File: config.mk
export PLATFORM = sky130hd
export DESIGN_NAME = nibble_serial_alu_seq_flat
export DESIGN_NICKNAME = d
export VERILOG_FILES = /design/src/rtl/nibble_serial_alu_seq_if.sv /design/src/rtl/nibble_serial_alu_seq.sv /design/src/flat_wrapper.sv
export SDC_FILE = /design/constraint.sdc
export NUM_CORES = 1
export LEC_CHECK = 0
export CORE_MARGIN = 2
export CORE_UTILIZATION = 54
export CTS_BUF_LIST = sky130_fd_sc_hd__clkbuf_8
export CTS_CLUSTER_SIZE = 24
export DETAILED_ROUTE_END_ITERATION = 8
export PLACE_DENSITY = 0.95
export SLEW_MARGIN = 20
export SYNTH_ARGS = -nofsm -noshare
export SYNTH_HDL_FRONTEND = slang
export SYNTH_SLANG_ARGS = --single-unit
File: constraint.sdc
create_clock -name clk -period 3.4 [get_ports clk]
set_input_delay 0.51 -clock clk [delete_from_list [all_inputs] [get_ports clk]]
set_output_delay 0.51 -clock clk [all_outputs]
set_load 0.02 [all_outputs]
File: src/rtl/nibble_serial_alu_seq_if.sv
// nibble_serial_alu_seq_if: request/result bus plus the 4-bit ALU drive/return lines.
interface nibble_serial_alu_seq_if #(parameter int NIBBLES = 4);
  localparam int W = 4 * NIBBLES;
  logic start;
  logic [2:0] op;
  logic cin_init;
  logic [W-1:0] a;
  logic [W-1:0] b;
  logic busy;
  logic done;
  logic [W-1:0] result;
  logic carry;
  logic zero;
  logic [3:0] alu_a;
  logic [3:0] alu_b;
  logic [2:0] alu_signal;
  logic alu_cin;
  logic [3:0] alu_out;
  logic alu_cout;
  modport master(
    output start, op, cin_init, a, b, alu_out, alu_cout,
    input busy, done, result, carry, zero, alu_a, alu_b, alu_signal, alu_cin
  );
  modport slave(
    input start, op, cin_init, a, b, alu_out, alu_cout,
    output busy, done, result, carry, zero, alu_a, alu_b, alu_signal, alu_cin
  );
endinterface

File: src/rtl/nibble_serial_alu_seq.sv
// nibble_serial_alu_seq: runs W-bit ALU ops through a 4-bit ALU one nibble per clock, LSB first.
module nibble_serial_alu_seq #(
  parameter int NIBBLES = 4
) (
  input logic clk,
  input logic rst_n,
  nibble_serial_alu_seq_if.slave io
);
  localparam int W = 4 * NIBBLES;
  localparam int IW = NIBBLES > 1 ? $clog2(NIBBLES) : 1;
  typedef enum logic [1:0] {IDLE, RUN, DONE} state_t;
  state_t state, state_nxt;
  logic [IW-1:0] idx;
  logic [IW+1:0] sh;
  logic [W-1:0] a_r, b_r, acc, acc_nxt;
  logic [2:0] op_r;
  logic c_r, run, last, accept;
  always_comb begin
    run = state == RUN;
    last = idx == IW'(NIBBLES - 1);
    accept = !run && io.start;
    state_nxt = run ? (last ? DONE : RUN) : (io.start ? RUN : IDLE);
    sh = {idx, 2'b00};
    // splice the ALU nibble into the accumulator at the current slice
    acc_nxt = (acc & ~(W'(4'hF) << sh)) | (W'(io.alu_out) << sh);
    io.busy = run;
    io.done = state == DONE;
    io.alu_a = run ? 4'(a_r >> sh) : '0;
    io.alu_b = run ? 4'(b_r >> sh) : '0;
    io.alu_signal = run ? op_r : '0;
    io.alu_cin = run ? c_r : 1'b0;
  end
  always_ff @(posedge clk) begin
    if (!rst_n) begin
      state <= IDLE;
      idx <= '0;
      a_r <= '0;
      b_r <= '0;
      op_r <= '0;
      c_r <= 1'b0;
      acc <= '0;
      io.result <= '0;
      io.carry <= 1'b0;
      io.zero <= 1'b1;
    end else begin
      state <= state_nxt;
      if (accept) begin
        a_r <= io.a;
        b_r <= io.b;
        op_r <= io.op;
        c_r <= io.cin_init;
        idx <= '0;
      end else if (run) begin
        acc <= acc_nxt;
        c_r <= io.alu_cout;
        idx <= last ? '0 : idx + IW'(1);
        if (last) begin
          io.result <= acc_nxt;
          io.carry <= io.alu_cout;
          io.zero <= acc_nxt == '0;
        end
      end
    end
  end
endmodule

File: src/flat_wrapper.sv
// flat-port wrapper written by rule: the top's interface ports become plain ports
module nibble_serial_alu_seq_flat 
#(
  parameter int NIBBLES = 4
)
  (clk, rst_n, io_start, io_op, io_cin_init, io_a, io_b, io_alu_out, io_alu_cout, io_busy, io_done, io_result, io_carry, io_zero, io_alu_a, io_alu_b, io_alu_signal, io_alu_cin);
  nibble_serial_alu_seq_if #(.NIBBLES(NIBBLES)) io_i ();
  input logic clk;
  input logic rst_n;
  input wire logic [$bits(io_i.start)-1:0] io_start;
  input wire logic [$bits(io_i.op)-1:0] io_op;
  input wire logic [$bits(io_i.cin_init)-1:0] io_cin_init;
  input wire logic [$bits(io_i.a)-1:0] io_a;
  input wire logic [$bits(io_i.b)-1:0] io_b;
  input wire logic [$bits(io_i.alu_out)-1:0] io_alu_out;
  input wire logic [$bits(io_i.alu_cout)-1:0] io_alu_cout;
  output wire logic [$bits(io_i.busy)-1:0] io_busy;
  output wire logic [$bits(io_i.done)-1:0] io_done;
  output wire logic [$bits(io_i.result)-1:0] io_result;
  output wire logic [$bits(io_i.carry)-1:0] io_carry;
  output wire logic [$bits(io_i.zero)-1:0] io_zero;
  output wire logic [$bits(io_i.alu_a)-1:0] io_alu_a;
  output wire logic [$bits(io_i.alu_b)-1:0] io_alu_b;
  output wire logic [$bits(io_i.alu_signal)-1:0] io_alu_signal;
  output wire logic [$bits(io_i.alu_cin)-1:0] io_alu_cin;
  assign io_i.start = io_start;
  assign io_i.op = io_op;
  assign io_i.cin_init = io_cin_init;
  assign io_i.a = io_a;
  assign io_i.b = io_b;
  assign io_i.alu_out = io_alu_out;
  assign io_i.alu_cout = io_alu_cout;
  assign io_busy = io_i.busy;
  assign io_done = io_i.done;
  assign io_result = io_i.result;
  assign io_carry = io_i.carry;
  assign io_zero = io_i.zero;
  assign io_alu_a = io_i.alu_a;
  assign io_alu_b = io_i.alu_b;
  assign io_alu_signal = io_i.alu_signal;
  assign io_alu_cin = io_i.alu_cin;
  nibble_serial_alu_seq #(.NIBBLES(NIBBLES)) u_core (.clk(clk), .rst_n(rst_n), .io(io_i));
endmodule
==> results by stage <==
Outcome:
- The run finished with clean final reports.

Clock network:
- The later pin in the worst-skew pair is clocked with a latency of 350 ps.
- The longest clock path from root to sink contains 2 buffers.
- In this run the clock root is driven by a clkbuf_8.
- TritonCTS built the clock tree.
- The count of clock tree sinks is 70.
- After clock tree synthesis, the flow added hold-fix buffers numbering 0.
- The number of resized instances in the post-cts repair step is 0.
- The post-CTS repair timing setup buffer count is 0.
- After clock tree synthesis, the clock-pin slew on the worst setup and hold paths is 70 ps.
- The H-tree level count is 3.
- The number of CTS-inserted buffers is 9.

Yosys:
- Of the total synthesized cell area, the portion taken by full adders, half adders and majority gates is 1.70%.
- The biggest area contributor in the post-synthesis netlist is dfxtp_1.
- The xor-xnor portion of the synthesized cell area is 0%.
- The combined area of all synthesized cells is 2950 um^2.
- Among all flip-flop cells after synthesis, the most frequent one is dfxtp_1.
- The number of library cell types mapped by synthesis is 33.
- The fraction of post-synthesis cell area in the top cell type by area is 47.5%.
- In the synthesized netlist, the cells that appear most often are nand2_1, dfxtp_1, a21oi_1.
- The sequential fraction of the synthesis area is 47.5%.
- The multiplexer share of the synthesized area is 6.44%.
- Summing the areas of all compound-gate instances in the mapped netlist gives 18.0% of the synthesized area.
- The number of synthesized flops with an enable pin is 0.
- Counting every net in the synthesized netlist gives 388.
- By instance count, the leading cell after synthesis is nand2_1.
- Synthesis inferred 70 register bits.
- Ranked by total cell area, the synthesized netlist is headed by dfxtp_1, nand2_1, a21oi_1, mux4_2, a211oi_1.
- After synthesis, the largest family of logic cells by area is simple AND/OR/NAND/NOR gates.
- Synthesis handed over a netlist of 340 instances.
- The share of synthesized cell area in and, or, nand and nor gates is 22.5%.
- Yosys printed 0 warnings.
- Averaged over all synthesized cells, the footprint is 8.68 um^2.
- The async set-or-reset flop fraction in the synthesized netlist is 0%.

Place:
- Input and output buffers added on the ports amount to 75.
- Prior to clock tree synthesis, the placed netlist has a worst setup slack of 875 ps.
- The number of placed instances, taps included, is 466.
- The congestion estimate from routability-driven global placement came to 0.825.
- The HPWL after detailed placement is 5.12 mm.

Route:
- After detailed routing, the number of remaining DRC violations is 0.
- The total number of vias is 2674.
- The uppermost metal layer occupied by signal nets is met4.
- The DRC violation total after the first TritonRoute iteration is 166.
- The number of nets with antenna violations after detailed routing is 0.
- The met1 layer wirelength in the final routing is 3.19 mm.
- The routed design uses 438 um of met3 wire.
- The first-pass iteration count of the detailed router is 4.
- After detailed routing, the average wire length per cell comes to 15.6 um.
- The routed wire length is 7.54 mm.
- The average via count per standard cell is 5.55.
- The met2 layer wire length in the routed design is 3.76 mm.

Cells and area:
- The number of nets in the final layout is 455.
- The repair_antennas step left the layout with diodes totalling 0.
- The finished layout holds 482 standard cells, fillers aside.
- Cells with a size suffix above 1 make up 8.01% of the layout.
- Cells fill 76.3% of the core in the end.
- The area growth from synthesis to layout is 34.5%.

Floorplanning:
- The count of standard-cell rows is 26.
- The height of the chip is 77.9 um.
- For this configuration, the core starts out at a cell density of 56.7%.
- The die is 77.9 um wide.
- The top-level port count is 76.
- The die covers 6070 um^2.
- The region available for standard cell placement spans 5200 um^2.

Worst setup path:
- The minimum setup slack among reg-to-reg paths is 1090 ps.
- At the worst endpoint, the arrival time is 2360 ps.
- The worst reg2reg path startpoint is u_core.idx[0]$_SDFFE_PP0P_.
- The slowest stage cell on the critical path is dfxtp_1.
- The largest single stage delay on the critical path is 710 ps.
- The data required time of the worst path is 2890 ps.
- The startpoint kind of the worst setup timing path is a register.
- In this run the worst path has a maximum fanout of 9.
- STA classifies the critical path endpoint as an output pin.
- The signal on the critical path passes through mux4_2 -> and2_1 -> clkdlybuf4s50_1.
- The cell count along the critical path is 3.
- Grouping stages by cell kind, the critical path spends the most delay in flip-flops.
- The critical path class is reg2out.
- Counting both buffers and inverters, the worst setup path holds a total of 1.
- The worst reg-to-reg path cell count is 7.
- In this run the critical register-to-register path is captured at u_core.io.zero$_SDFFE_PN1P_.
- In this run the worst setup path terminates at io_alu_b[3].
- The launch point of the worst path is u_core.idx[0]$_SDFFE_PP0P_.

Power and ir drop:
- The analysis attributes to cell leakage a power of 1.43 nW.
- The total chip power is 1.92 mW.
- VDD sags by at most 0.000293 V.
- The power density over the cells is 483 nW/um^2.

STA:
- After layout, the minimum clock period comes to 2870 ps.
- Once routing completed, OpenROAD measured the worst setup slack at 529 ps.
- The setup clock skew after layout is 6.97 ps.
- The slew at the pin closest to its max-slew limit is 1080 ps.
- After layout, the worst path uses 84.4% of the clock period.
- Static timing analysis puts the maximum clock frequency at 348 MHz.
- The final number of setup-violating endpoints is 0.
- The relative max-transition margin is 27.8%.
- The max-slew violation total from the final report came to 0.
- The number of hold violations in the final report was 0.
- Setup repair after global routing left no endpoint under its margin.
- The sum of negative setup slack is 0 ps.

Global routing:
- The first global-routing pass estimated 12.6 mm of wire.
- The number of antenna violations at the first check in global routing is 0.
- Global routing used 25.9% of the available tracks.
- The number of global-route vias before repair is 2705.
- The largest net degree at the start of global routing is 38.
- Summed over all layers, the global routing overflow is 0.

Worst hold path:
- The classification of the worst-slack hold path is reg2reg.

Run:
- The number of max-cap violations is 0.
==> cell usage in the layout, fill, tap and decap left out, types with 2 or more instances in the layout <==
cell / n
nand2_1: 75
clkdlybuf4s50_1: 75
dfxtp_1: 70
a21oi_1: 43
nor2_1: 31
a211oi_1: 23
and2_1: 16
nor2b_1: 12
clkbuf_8: 9
mux4_2: 8
buf_4: 5
inv_1: 4
a32o_1: 4
ha_1: 4
nor3_1: 3
a2111oi_0: 3
bufinv_16: 3
a22oi_1: 2
and3b_1: 2
and4_1: 2
o21a_1: 2
clkinvlp_4: 2
==> registers in the layout, indices dropped and copies added (netlist names) <==
name and flops:
u_core.io.zero 1, u_core.state 2, u_core.op_r 3, u_core.io.carry 1, u_core.acc 12, u_core.a_r 16
u_core.idx 2, u_core.b_r 16, u_core.c_r 1, u_core.io.result 16
==> cell type report <==
type                       instances  area, um^2
sequential                        70        1400
tap                               70        87.6
multi-input combinational        241        1440
fill                             346        1240
clock buffer                       9         124
inverter                           5        18.8
clock inverter                     7         114
timing repair buffer              80         788
==> kinds of logic (layout without fill, tap and decap cells) <==
family	Yosys count	count (layout)
AND/OR/NAND/NOR	146	146
AO/OA/AOI/OAI	82	82
flip-flops	70	70
buffers and inverters	29	101
multiplexers	9	9
adder cells (fa/ha/maj)	4	4
==> worst min-delay path, delay by kind of cell, from the launching register on <==
kind | cells | cell delay, ps
AOI/OAI and AO/OA | 1 | 50
DFF | 1 | 310
and+or+nand+nor | 1 | 50
==> worst min-delay path by stage <==
stage                                 from                           to  cells after the start
3_3_place_gp   u_core.op_r[1]$_SDFFE_PN0P_  u_core.op_r[1]$_SDFFE_PN0P_                      2
3_5_place_dp   u_core.op_r[1]$_SDFFE_PN0P_  u_core.op_r[1]$_SDFFE_PN0P_                      2
5_1_grt         u_core.a_r[6]$_SDFFE_PN0P_   u_core.a_r[6]$_SDFFE_PN0P_                      2
4_1_cts        u_core.op_r[1]$_SDFFE_PN0P_  u_core.op_r[1]$_SDFFE_PN0P_                      2
2_1_floorplan  u_core.op_r[0]$_SDFFE_PN0P_  u_core.op_r[0]$_SDFFE_PN0P_                      2
6_report       u_core.op_r[1]$_SDFFE_PN0P_  u_core.op_r[1]$_SDFFE_PN0P_                      2
==> per-layer routing <==
layer | vias to the layer above | global-route usage (%)
li1 | 1305 | -
met1 | 1260 | 32.5
met2 | 94 | 42.8
met3 | 15 | 6.51
met4 | 0 | 10.5
met5 | - | 0
==> through the flow <==
stage,hold slack [ps],area [um^2]
finish,453,3970
global route,473,3970
CTS,456,3970
detailed placement,446,3730
global placement,437,3730
floorplan,432,2950
==> power by group <==
group / switching, mW / total (mW) / internal (mW) / leakage, nW
clock: 0.318 / 0.801 / 0.483 / 0.117
combinational: 0.118 / 0.233 / 0.114 / 0.740
sequential: 0.0252 / 0.882 / 0.857 / 0.572
Note: power is estimated with default switching activity, not from simulation.
